[src/rtl/lru_matrix_mem.sv]
// lru_matrix_mem
//   Responder side of the LRU matrix interface. Holds one LRU matrix vector
//   per cache set and serves the LRU engine's read and update traffic with a
//   registered read, a write, and write-first forwarding. After reset, and on
//   a clear request, every set is swept to INIT_VEC before ready_o rises.
//
// Ports
//   clk_i    clock
//   rst_i    asynchronous active-high reset
//   addr_i   set address for read/write
//   data_i   write data (updated matrix vector)
//   we_i     write enable
//   en_i     port enable; an access happens only when high
//   clear_i  single-cycle request to re-run the init sweep
//   data_o   registered read data (matrix_vec to the LRU engine)
//   ready_o  storage initialised, accesses accepted
//   busy_o   init sweep in progress (~ready_o)
module lru_matrix_mem #(
  parameter int unsigned                SET_BITS     = 2,
  parameter int unsigned                MATRIX_WIDTH = 16,
  parameter logic [MATRIX_WIDTH-1:0]    INIT_VEC     = '0
) (
  input  logic                    clk_i,
  input  logic                    rst_i,
  input  logic [SET_BITS-1:0]     addr_i,
  input  logic [MATRIX_WIDTH-1:0] data_i,
  input  logic                    we_i,
  input  logic                    en_i,
  input  logic                    clear_i,
  output logic [MATRIX_WIDTH-1:0] data_o,
  output logic                    ready_o,
  output logic                    busy_o
);

  localparam int unsigned DEPTH = 1 << SET_BITS;
  localparam logic [SET_BITS:0] CNT_ONE = {{SET_BITS{1'b0}}, 1'b1};

  typedef enum logic {
    ST_INIT,
    ST_READY
  } state_e;

  state_e                  state_q, state_d;
  logic [SET_BITS:0]       cnt_q, cnt_d;
  logic [MATRIX_WIDTH-1:0] data_q, data_d;
  logic                    ready_q, ready_d;

  // Single write port shared between the sweep and external accesses.
  logic                    mem_we;
  logic [SET_BITS-1:0]     mem_addr;
  logic [MATRIX_WIDTH-1:0] mem_wdata;

  logic [MATRIX_WIDTH-1:0] mem [DEPTH];

  always_comb begin
    state_d   = state_q;
    cnt_d     = cnt_q;
    data_d    = data_q;
    ready_d   = ready_q;
    mem_we    = 1'b0;
    mem_addr  = addr_i;
    mem_wdata = data_i;

    unique case (state_q)
      ST_INIT: begin
        data_d  = '0;
        ready_d = 1'b0;
        if (clear_i) begin
          cnt_d = '0;
        end else if (cnt_q[SET_BITS]) begin
          // Counter has passed the last entry: all sets written, open up.
          state_d = ST_READY;
          ready_d = 1'b1;
        end else begin
          mem_we    = 1'b1;
          mem_addr  = cnt_q[SET_BITS-1:0];
          mem_wdata = INIT_VEC;
          cnt_d     = cnt_q + CNT_ONE;
        end
      end

      ST_READY: begin
        if (clear_i) begin
          // Clear wins over any access presented in the same cycle.
          state_d = ST_INIT;
          cnt_d   = '0;
          ready_d = 1'b0;
          data_d  = '0;
        end else if (en_i) begin
          if (we_i) begin
            mem_we = 1'b1;
            data_d = data_i;
          end else begin
            data_d = mem[addr_i];
          end
        end
      end

      default: begin
        state_d = ST_INIT;
        cnt_d   = '0;
        ready_d = 1'b0;
        data_d  = '0;
      end
    endcase
  end

  always_ff @(posedge clk_i or posedge rst_i) begin
    if (rst_i) begin
      state_q <= ST_INIT;
      cnt_q   <= '0;
      data_q  <= '0;
      ready_q <= 1'b0;
    end else begin
      state_q <= state_d;
      cnt_q   <= cnt_d;
      data_q  <= data_d;
      ready_q <= ready_d;
    end
  end

  // Storage is not reset; the sweep defines its contents.
  always_ff @(posedge clk_i) begin
    if (mem_we) begin
      mem[mem_addr] <= mem_wdata;
    end
  end

  assign data_o  = data_q;
  assign ready_o = ready_q;
  assign busy_o  = ~ready_q;

endmodule
[config.mk]
export PLATFORM = sky130hd
export DESIGN_NAME = lru_matrix_mem
export DESIGN_NICKNAME = d
export VERILOG_FILES = /design/src/rtl/lru_matrix_mem.sv
export SDC_FILE = /design/constraint.sdc
export NUM_CORES = 1
export LEC_CHECK = 0
export CORE_ASPECT_RATIO = 0.9
export CORE_UTILIZATION = 25
export CTS_CLUSTER_DIAMETER = 60
export CTS_CLUSTER_SIZE = 16
export DETAILED_ROUTE_END_ITERATION = 10
export SLEW_MARGIN = 10
export SYNTH_ARGS = -nofsm -noshare
export SYNTH_HDL_FRONTEND = slang
export SYNTH_SLANG_ARGS = --single-unit
[constraint.sdc]
create_clock -name clk_i -period 1.9 [get_ports clk_i]
set_input_delay 0.38 -clock clk_i [delete_from_list [all_inputs] [get_ports clk_i]]
set_output_delay 0.38 -clock clk_i [all_outputs]
set_load 0.05 [all_outputs]
==> impl_metrics.json <==
{
  "hp-class": "input pin to asynchronous set/reset pin",
  "rows": 40,
  "final_common_cell": "edfxtp_1",
  "rsz0062_at_grt": "no",
  "globalplace.congestion": 0.737,
  "synthTopCellsByArea": "edfxtp_1 (54%), dfrtp_1 (15%), mux2_2 (6.4%), mux2_4 (5.1%), a222oi_1 (4.5%)",
  "core_area_um2": 13600,
  "clock-skew-final_ps": 7.97,
  "drv_slew": 0,
  "seqPwrFrac": 0.482,
  "ys.flop_type": "edfxtp_1",
  "wl_mm": 7.67,
  "grt_use_total": 0.115,
  "clk_pin_slew_ps": 60,
  "antenna_found_initial": 0,
  "yosys_warnings": 0,
  "port_buffers": 40,
  "diodes": 0,
  "p_comb_frac": 0.178,
  "dp_hpwl_mm": 5.29,
  "cp_slowest_cell": "clkdlybuf4s50_1",
  "synth_cell_type_count": 28,
  "final_cell_mix": "edfxtp_1 (64), buf_4 (37), dfrtp_1 (21), clkdlybuf4s50_1 (21), mux2_2 (20)",
  "final_area_um2": 4610,
  "ys_async_sr_fraction": 0.247,
  "clock_latency_ps": 340,
  "grt_pass1_wl_mm": 12.3,
  "crit_family": "buffers and inverters",
  "multi_input_area_um2": 995,
  "power_switching_mw": 1.31,
  "mappedNetlistNets": 246,
  "placed_area_um2": 4310,
  "cts_max_level": 3,
  "p_int_mw": 3.77,
  "slowest_delay_ps": 570,
  "critPathKind": "input pin to flop",
  "fill_cells": 1347,
  "crit_start": "clear_i",
  "via_per_inst": 4.50,
  "dr.pass1.iters": 5,
  "grt_pass1_vias": 2258,
  "cts_resized": 0,
  "die_x_um": 128,
  "vias": 2150,
  "critPathRequiredTime_ps": 1990,
  "ir_drop_mv": 0.563,
  "synthCells": 222,
  "crit_chain": "clkdlybuf4s50_1 -> and2b_1 -> and4_1 -> a2bb2o_1 -> buf_12",
  "wl_per_cell_um": 16.0,
  "seq_area_um2": 2450,
  "synth.top_cell.area_share": 0.542,
  "cp_max_fo": 16,
  "switching_share": 0.258,
  "power_frac_clock": 0.341,
  "regToRegStartpoint": "state_q",
  "cts.sinks": 85,
  "cp.arrival_ps": 1920,
  "drive_gt1_frac": 0.325,
  "syn_avg_cell_area_um2": 16.0,
  "max_cap_viol_count": 0,
  "post_cts_buffers": 0,
  "drc": 0,
  "synth-seq-cells": 85,
  "cp-end-kind": "flop",
  "syn-cell-area_um2": 3550,
  "start_util": 0.260,
  "clockRootBuffer": "clkbuf_16",
  "ios": 41,
  "period_needed_ps": 1830,
  "grt_max_degree": 23,
  "relSlewSlack": 0.701,
  "start_kind": "input pin",
  "power_density_nw_per_um2": 1100,
  "tns_ps": 0,
  "drt-initial-drc-count": 183,
  "cts_buffer_depth": 2,
  "synth_top_area_cell": "edfxtp_1",
  "dieArea_um2": 14700,
  "power_leakage_nw": 1.73,
  "setup_violations": 0,
  "hold_viol_final": 0,
  "status": "finished, final reports clean",
  "nNetsFinal": 308,
  "synth_edf_count": 64,
  "postRouteAntennaNets": 0,
  "max_freq_mhz": 546,
  "postCtsHoldBufs": 0,
  "min_period_over_period": 0.964,
  "grt.overflow.total": 0,
  "tightest_slew_ps": 448,
  "yosysSeqAreaShare": 0.690,
  "dieHeight_um": 115,
  "power_mw": 5.08,
  "cts_buffers": 9,
  "synthToLayoutAreaGrowth_pct": 30.0,
  "cts_tree": "yes",
  "worst-path-buf-inv": 2
}
==> logic make-up (layout without fill, tap and decap cells) <==
| logic type | Yosys count | count (layout) | synth area share |
|---|---|---|---|
| DFF | 85 | 85 | 0.690 |
| AOI/OAI and AO/OA | 54 | 54 | 0.104 |
| muxes | 33 | 33 | 0.117 |
| and+or+nand+nor | 29 | 29 | 0.0512 |
| buffers and inverters | 19 | 86 | 0.0310 |
| adders and majority gates | 1 | 1 | 0.00353 |
| xor gates and xnor gates | 1 | 1 | 0.00247 |
==> power groups by stage <==
stage / clock (mW) / combinational (mW) / sequential [mW]
finish: 1.73 / 0.903 / 2.45
global route: 1.85 / 0.980 / 2.48
CTS: 1.78 / 0.912 / 2.45
detailed placement: 0 / 0.906 / 2.49
global placement: 0 / 0.886 / 2.48
floorplan: 0 / 0.485 / 2.51
==> flip-flops by register name (all words and copies together) (netlist names) <==
register  count
mem          64
data_o       16
cnt_q         3
ready_o       1
state_q       1
==> per-stage QoR <==
| stage | worst slack (ps) | util | hold slack [ps] | std cells |
|---|---|---|---|---|
| 6_report | 67.6 | 0.339 | 393 | 478 |
| 5_1_grt | 4.56 | 0.339 | 430 | 478 |
| 4_1_cts | 81.8 | 0.339 | 403 | 478 |
| 3_5_place_dp | -264 | 0.317 | 553 | 462 |
| 3_3_place_gp | -240 | 0.317 | 536 | 462 |
| 2_1_floorplan | -161 | - | 357 | 222 |
==> Yosys cell counts (2+ instances only) <==
cell type,count
inv_1,5
edfxtp_1,64
mux2_2,20
mux2_4,12
dfrtp_1,21
a222oi_1,16
a21oi_1,17
clkbuf_1,6
buf_6,2
nor2b_1,17
o2bb2ai_1,3
nor2_1,6
buf_2,3
o21ai_0,16
==> cell type report <==
class                   instances  area share
clock buffers                   9      0.0488
clock inverters                 7      0.0163
inverters                       5     0.00407
multi-input cells             118       0.216
flip-flops and latches         85       0.531
well taps                     189      0.0513
repair buffers                 65       0.133
==> worst paths after layout <==
check | cells after the start | slack [ps] | endpoint
setup / recovery | 5 | 70 | mem[3][6]
hold / removal | 3 | 390 | ready_o
setup reg to reg | 4 | 250 | mem[3][6]
hold reg to reg | 2 | 560 | data_o[5]
max in group asynchronous | 3 | 1260 | data_o[2]
min in group clk_i | 2 | 560 | data_o[5]
==> metal layers <==
metal / global-route usage / vias up / wire length (µm)
met5: 0 / - / 0
met3: 0.0358 / 9 / 677
met2: 0.180 / 85 / 3540
met4: 0.0373 / 0 / 94
li1: - / 994 / -
met1: 0.151 / 1062 / 3360
==> worst register-to-register path, delay by kind of cell (launching register included) <==
kind,cells,cell delay (ps)
AOI/OAI and AO/OA,1,320
buffers and inverters,1,170
DFF,1,450
and+or+nand+nor,2,460
Note: power is estimated with default switching activity, not from simulation.
